**src/rtl/blink_sched.sv**
```systemverilog
// blink_sched: three-channel millisecond blink scheduler with one shared
// prescaler and per-channel pending reconfiguration applied at period end.
module blink_sched #(
    parameter int F_CLK_HZ = 25_000_000,
    parameter int MS_W     = 16
) (
    input  logic            clk,
    input  logic            rst,
    input  logic            start,
    input  logic            stop,
    input  logic            cfg_valid,
    output logic            cfg_ready,
    input  logic [1:0]      cfg_ch,
    input  logic [MS_W-1:0] cfg_on_ms,
    input  logic [MS_W-1:0] cfg_off_ms,
    output logic            cfg_err,
    output logic            busy,
    output logic            led,
    output logic [8:0]      q
);
    localparam int PRESC = F_CLK_HZ / 1000;
    localparam int PW = (PRESC > 1) ? $clog2(PRESC) : 1;
    localparam logic [PW-1:0] PMAX = PW'(PRESC - 1);

    typedef enum logic {IDLE, RUN} state_t;

    state_t          state;
    logic [PW-1:0]   presc;
    logic [MS_W-1:0] on_ms    [3];
    logic [MS_W-1:0] off_ms   [3];
    logic [MS_W-1:0] pend_on  [3];
    logic [MS_W-1:0] pend_off [3];
    logic [MS_W-1:0] ms_cnt   [3];
    logic [2:0]      step     [3];
    logic [2:0]      phase;
    logic [2:0]      pend;
    logic [3:0]      pend_x;
    logic [2:0]      halt;
    logic [2:0]      to_off;
    logic [2:0]      p_end;
    logic [2:0]      inc;
    logic            tick;
    logic            wr;

    assign busy      = (state == RUN);
    assign tick      = busy && !stop && (presc == PMAX);
    assign pend_x    = {1'b0, pend};
    assign cfg_ready = !busy || (cfg_ch == 2'd3) || !pend_x[cfg_ch];
    assign wr        = cfg_valid && cfg_ready;
    assign q         = {step[0], step[1], step[2]};

    // Per-channel tick decode: advance, switch to OFF, or end the period
    always_comb begin
        halt   = '0;
        to_off = '0;
        p_end  = '0;
        inc    = '0;
        for (int i = 0; i < 3; i++) begin
            halt[i] = (on_ms[i] == '0) && (off_ms[i] == '0);
            if (tick && !halt[i]) begin
                if (phase[i]) begin
                    if (ms_cnt[i] == on_ms[i] - MS_W'(1)) begin
                        if (off_ms[i] == '0) p_end[i] = 1'b1;
                        else                 to_off[i] = 1'b1;
                    end else begin
                        inc[i] = 1'b1;
                    end
                end else if (ms_cnt[i] == off_ms[i] - MS_W'(1)) begin
                    p_end[i] = 1'b1;
                end else begin
                    inc[i] = 1'b1;
                end
            end
        end
    end

    always_ff @(posedge clk) begin
        if (rst) begin
            state     <= IDLE;
            presc     <= '0;
            led       <= 1'b0;
            cfg_err   <= 1'b0;
            phase     <= '0;
            pend      <= '0;
            on_ms[0]  <= MS_W'(500);
            off_ms[0] <= MS_W'(500);
            on_ms[1]  <= MS_W'(250);
            off_ms[1] <= MS_W'(250);
            on_ms[2]  <= MS_W'(1000);
            off_ms[2] <= MS_W'(1000);
            for (int i = 0; i < 3; i++) begin
                ms_cnt[i]   <= '0;
                step[i]     <= '0;
                pend_on[i]  <= '0;
                pend_off[i] <= '0;
            end
        end else begin
            cfg_err <= wr && (cfg_ch == 2'd3);
            led     <= busy && !stop && phase[0] && (on_ms[0] != '0);
            case (state)
                IDLE: begin
                    presc <= '0;
                    if (start && !stop) begin
                        state <= RUN;
                        for (int i = 0; i < 3; i++) begin
                            ms_cnt[i] <= '0;
                            step[i]   <= '0;
                            phase[i]  <= (on_ms[i] != '0);
                        end
                    end
                end
                RUN: begin
                    if (stop) begin
                        state <= IDLE;
                        presc <= '0;
                        pend  <= '0;
                        for (int i = 0; i < 3; i++) begin
                            if (pend[i]) begin
                                on_ms[i]  <= pend_on[i];
                                off_ms[i] <= pend_off[i];
                            end
                        end
                    end else begin
                        presc <= (presc == PMAX) ? '0 : presc + PW'(1);
                        for (int i = 0; i < 3; i++) begin
                            if (inc[i]) begin
                                ms_cnt[i] <= ms_cnt[i] + MS_W'(1);
                            end else if (to_off[i]) begin
                                ms_cnt[i] <= '0;
                                phase[i]  <= 1'b0;
                            end else if (p_end[i]) begin
                                ms_cnt[i] <= '0;
                                step[i]   <= step[i] + 3'd1;
                                if (pend[i]) begin
                                    on_ms[i]  <= pend_on[i];
                                    off_ms[i] <= pend_off[i];
                                    pend[i]   <= 1'b0;
                                    phase[i]  <= (pend_on[i] != '0);
                                end else begin
                                    phase[i]  <= (on_ms[i] != '0);
                                end
                            end
                        end
                    end
                end
                default: state <= IDLE;
            endcase
            // A write landing on a period end becomes the next pending value
            for (int i = 0; i < 3; i++) begin
                if (wr && cfg_ch == 2'(i)) begin
                    if (!busy || stop) begin
                        on_ms[i]  <= cfg_on_ms;
                        off_ms[i] <= cfg_off_ms;
                    end else begin
                        pend_on[i]  <= cfg_on_ms;
                        pend_off[i] <= cfg_off_ms;
                        pend[i]     <= 1'b1;
                    end
                end
            end
        end
    end
endmodule

```
**config.mk**
```make
export PLATFORM = sky130hd
export DESIGN_NAME = blink_sched
export DESIGN_NICKNAME = d
export VERILOG_FILES = /design/src/rtl/blink_sched.sv
export SDC_FILE = /design/constraint.sdc
export NUM_CORES = 1
export LEC_CHECK = 0
export CAP_MARGIN = 40
export CORE_ASPECT_RATIO = 0.6
export CORE_UTILIZATION = 40
export DETAILED_ROUTE_END_ITERATION = 8
export SETUP_SLACK_MARGIN = 0.2
export SLEW_MARGIN = 20
export SYNTH_ARGS = -nofsm -noshare
export SYNTH_HDL_FRONTEND = slang
export SYNTH_SLANG_ARGS = --single-unit
export TNS_END_PERCENT = 10
```
**constraint.sdc**
```tcl
create_clock -name clk -period 8 [get_ports clk]
set_clock_uncertainty 0.1 [all_clocks]
set_input_delay 1.6 -clock clk [delete_from_list [all_inputs] [get_ports clk]]
set_output_delay 1.6 -clock clk [all_outputs]
set_load 0.1 [all_outputs]
```
==> Word level (Yosys, flattened, before mapping) <==
Memories as Yosys holds them, arrays and structs flattened.
Index checks and enable logic that the tools add are counted.
{ "totals": {"in_bits": 39, "word_cells": 366, "rom_bits": 0, "latch_bits": 0, "regBits": 24, "ramBits": 249, "mem_count": 6} }
{ "classes": {"multipliers": 0, "order_cmp": 1, "n_mux": 236, "shifts": 0, "n_div": 0, "n_addsub": 13, "n_eq_ne": 18, "n_bitwise": 43, "n_reduce_logical": 41} }
{ "mem_list": {"columns": ["memory", "words", "word_bits", "rd", "rd_clocked_by_memory_dff", "wr", "line_no", "rtl"], "rows": [
  ["ms_cnt", 3, 16, 3, 0, 3, "33", "logic [MS_W-1:0] ms_cnt [3];"],
  ["off_ms", 3, 16, 3, 0, 3, "30", "logic [MS_W-1:0] off_ms [3];"],
  ["on_ms", 3, 16, 3, 0, 3, "29", "logic [MS_W-1:0] on_ms [3];"],
  ["pend_off", 3, 16, 3, 0, 3, "32", "logic [MS_W-1:0] pend_off [3];"],
  ["pend_on", 3, 16, 3, 0, 3, "31", "logic [MS_W-1:0] pend_on [3];"],
  ["step", 3, 3, 3, 0, 3, "34", "logic [2:0] step [3];"]
]} }
{ "ops": {"columns": ["op", "n"], "rows": [
  ["2-to-1 mux 16 bit", 36],
  ["2-to-1 mux 1 bit", 184],
  ["equality test 16 bit", 6],
  ["logical NOT 16 bit", 6],
  ["nonzero test 16 bit", 6],
  ["subtractor 16 x 1 -> 16 bit, second input constant", 6],
  ["adder 16 x 1 -> 16 bit, second input constant", 3],
  ["OR 1 bit", 42],
  ["2-to-1 mux 15 bit", 2],
  ["2-to-1 mux 3 bit", 10],
  ["case mux 15 bit (2 select lines)", 1],
  ["logical AND 1 bit", 16],
  ["adder 15 x 1 -> 15 bit, second input constant", 1],
  ["equality test 15 bit, second input constant", 1],
  ["AND reduction 4 bit", 3],
  ["!= test 2 bit, second input constant", 5],
  ["adder 3 x 1 -> 3 bit, second input constant", 3],
  ["!= test 3 x 1 -> 1 bit, second input constant", 3],
  ["logical NOT 1 bit", 6],
  ["case mux 3 bit (2 select lines)", 1],
  ["equality test 2 bit, second input constant", 2],
  ["logical OR 1 bit", 3],
  ["< comparator 2 x 3 -> 1 bit, second input constant", 1],
  ["binary-select mux 1 bit (select 2 bit)", 1],
  ["other kinds (4)", 4]
]} }

==> Logic depth before layout (Yosys ltp) <==
An unclocked memory read counts as a cell.
{ "logic_depth": {"word_depth": 15, "depth_mapped": 14} }

==> Worst setup path before layout <==
OpenSTA, ideal clock, no wires.
{ "synth_timing": {"path_kind": "input to register", "from": "input port cfg_ch[1]", "to": "memory off_ms[2][0], in the netlist off_ms[0][32] (enable)", "path_stages": 9, "t_arrival_ns": 4.581, "setup_slack_ns": 2.929, "setup_time_ns": 0.390, "path_cell_list": "mux2i_1 o21ai_0 nand2_1 nand2_1 nor3b_1 and2_1 clkbuf_1 clkbuf_1 or3_1"} }
{ "synth_lines": {"columns": ["item", "line_no", "rtl"], "rows": [
  ["start, declared", "13", "input logic [1:0] cfg_ch,"],
  ["end, declared", "30", null]
]} }

==> Worst setup path after layout <==
{ "layout_timing": {"from": "input port cfg_ch[1]", "to": "output port cfg_ready"} }
{ "layout_between": {"elab_chain_len": 4, "word_cells_on_any_way": 6, "classes_between": "1 x eq/ne; 2 x mux; 3 x reduce/logical"} }
{ "layout_lines": {"columns": ["item", "line_no", "rtl"], "rows": [
  ["binary-select mux 1 bit (select 2 bit)", "48", "assign cfg_ready = !busy || (cfg_ch == 2'd3) || !pend_x[cfg_ch];"],
  ["2-to-1 mux 1 bit (not written as such)", "48", null],
  ["logical NOT 1 bit", "48", null],
  ["logical OR 1 bit *", "48", null],
  ["end, declared", "12", "output logic cfg_ready,"]
]} }
Mark *: on every way between the ends. The rest lies on a longest branch, timed or not. The select of a mux whose other input is x is not followed.

==> metrics.md <==
| Metric | Value |
|---|---|
| Core area | 37700 um2 |
| Worst-path maximum fanout | 7 |
| Layout net count | 1618 |
| Hold Slack | 367 ps |
| DR vias/cell | 5.80 |
| Share of layout cells above drive strength 1 | 0.0656 |
| Crit-path most repeated cell | clkdlybuf4s50_1 |
| Max-slew headroom | 0.435 |
| Synth warnings | 0 |
| Crit. End Element | output pin |
| Area contributors post-synth | edfxtp_1 (46%), dfxtp_1 (5.2%), xnor2_1 (5.1%), nand2_1 (5.0%), xor2_1 (3.5%) |
| Ys async rst share | 0 |
| Synth area leader | edfxtp_1 |
| Clk sinks | 273 |
| Pin count of the biggest net entering global routing | 55 |
| Antenna viol nets, final | 0 |
| Worst VDD drop | 0.169 mV |
| Crit path DAT | 3340 ps |
| P_leak | 5.64 nW |
| Port-buffer cells | 51 |
| CTS Root Buffer Type | clkbuf_16 |
| Least-Margin Pin Slew | 840 ps |
| Reg clk slew, reported paths | 60 ps |
| Unrepaired setup endpoints after global routing | false |
| Synth Area in Compound Gates | 0.114 |
| Mapped cell area | 15300 um2 |
| Final setup viols | 0 |
| Vias in the first global route | 10900 |
| CP max-delay cell | clkdlybuf4s50_1 |
| Fin. max-slew vios | 0 |
| Post-Syn Area per Cell | 10.0 um2 |
| Worst Path Required | 6300 ps |
| Initial Util | 0.406 |
| First DRT Iteration DRCs | 1592 |
| H-Tree Depth | 1 |
| Post-synth EDFFs | 233 |
| Wirelength per Cell | 21.7 um |
| Outcome | completed |
| Grt total ovfl | 0 |
| Rows | 55 |
| Mux cell area share after synthesis | 0.00941 |
| Clk Latency, worst-skew pair | 580 ps |
| Largest family of logic cells by synthesized area | simple AND/OR/NAND/NOR gates |
| Net count after synthesis | 1580 |
| Gpl congestion | 0.921 |
| Vias | 12200 |
| PostCTS Resize Cnt | 0 |
| Syn-to-layout area delta | 13.7% |
| Hold WC Path Type | reg2reg |
| Post-synth top area share | 0.457 |
| First-pass iteration count of the detailed router | 7 |
| Synth Instances | 1527 |
| Global-route wire length before repair | 68700 um |
| HPWL after DPL | 34100 um |
| CTS tree | yes |
| CTS Buf Count | 27 |
| Seq/Total Area, Yosys | 0.510 |
| GRT Total Usage | 0.232 |
| Adder-cell share of the synthesized area | 0.0115 |
| FF+latch count, synth | 273 |
| Total negative slack | 0 ps |
| I/O Pins | 52 |
| P per Cell Area | 183 nW/um2 |
| Startpoint Class | primary input |
| Synth unique cells | 81 |
| DIE WIDTH | 254 um |
| CP max stage delay | 610 ps |
| Crit share post-route | 0.630 |
| Hold buffers post-CTS | 0 |
| Cells along the critical path | clkdlybuf4s50_1 > mux2i_1 > o21ai_0 > nand2_1 > clkdlybuf4s50_1 > buf_8 |
| Routed WL | 45500 um |
| Die Span Y | 153 um |
| Hold Fails Final Rpt | 0 |
| Initial antenna violation count | 1 |
| Commonest cells post-synth | edfxtp_1 (233), nand2_1 (203), nor2_1 (117) |
| Minimum clock period | 5040 ps |
| Simple-gate area share of the yosys netlist | 0.238 |
| Max cap viols | 0 |
| Postcts setup bufs | 0 |
| N_diodes | 0 |
| CP Class | in2out |
| Dominant synthesized flop cell | edfxtp_1 |
| Most common cell in the netlist | edfxtp_1 |
| Die area | 39100 um2 |
| Longest Clk Path Bufs | 3 |
| F_max | 199 MHz |
| DRC | 0 |
| Xor and xnor fraction of the mapped netlist area | 0.0874 |
[final cells by class]
class / count / area, um2
fillers: 3546 / 20300
multi-input cells: 1141 / 7040
clock buffers: 39 / 744
well taps: 513 / 642
inverters: 35 / 131
repair buffers: 87 / 933
flip-flops and latches: 273 / 7800
clock inverters: 11 / 108
[placed cells by master (no fill, tap or decap), types with 35 or more instances in the layout]
cell type          n
and2_1            39
clkdlybuf4s50_1   51
dfxtp_1           40
edfxtp_1         233
inv_1             35
nand2_1          203
nand2b_1          57
nand3_1           46
nor2_1           117
nor3_1            41
nor4_1            37
o21ai_0           96
o31a_1            37
xnor2_1           89
xor2_1            61
[logic make-up (layout without fill, tap and decap cells)]
| family | count (synthesis) | after routing |
|---|---|---|
| buffers and inverters | 113 | 172 |
| AOI/OAI and AO/OA | 260 | 260 |
| xor gates and xnor gates | 151 | 151 |
| muxes | 14 | 14 |
| DFF | 273 | 273 |
| adders and majority gates | 14 | 14 |
| and+or+nand+nor | 702 | 702 |
[sequential cells by signal, indices dropped and copies added (netlist names), named ones only]
register / count
ms_cnt: 48
cfg_err: 1
pend_on: 48
off_ms: 48
phase: 3
busy: 1
on_ms: 48
led: 1
presc: 15
step: 9
pend_off: 48
[worst max-delay path: cells and delay by family]
family | cells | cell delay (ps)
compound gates | 1 | 90
mux | 1 | 210
simple gates | 1 | 100
buf+inv | 3 | 1330
[report_power, final]
group / switching [mW] / internal (mW) / leakage [nW]
clock network: 0.583 / 0.687 / 0.416
logic: 0.146 / 0.0998 / 2.57
registers: 0.0670 / 1.59 / 2.65
[worst paths after layout]
| kind | start | endpoint | slack [ps] | cells after the start |
|---|---|---|---|---|
| worst min register to register | presc[0] | presc[0] | 370 | 1 |
| worst max register to register | off_ms[0][40] | off_ms[0][24] | 3150 | 10 |
| worst min-delay path | presc[0] | presc[0] | 370 | 1 |
| worst max-delay path | cfg_ch[1] | cfg_ready | 2960 | 6 |
[metrics by stage]
stage	power [mW]	area, um2	utilization	setup slack, ps	std cells
after CTS	3.19	17300	0.459	2970	2093
after floorplan	1.81	15300	-	2930	1527
after detailed placement	1.93	16500	0.437	2660	2043
final	3.18	17400	0.461	2960	2099
after global placement	1.92	16200	0.430	2550	2026
after global routing	3.28	17400	0.461	2860	2099
[metal layers]
layer  GRT usage  up-vias  routed length [um]
li1            -     5659                   -
met1       0.371     5960               21600
met2       0.314      520               18100
met3      0.0601       45                5120
met4      0.0298        0                 721
met5           0        -                   0
No activity file was read; power rests on OpenSTA's default activity.
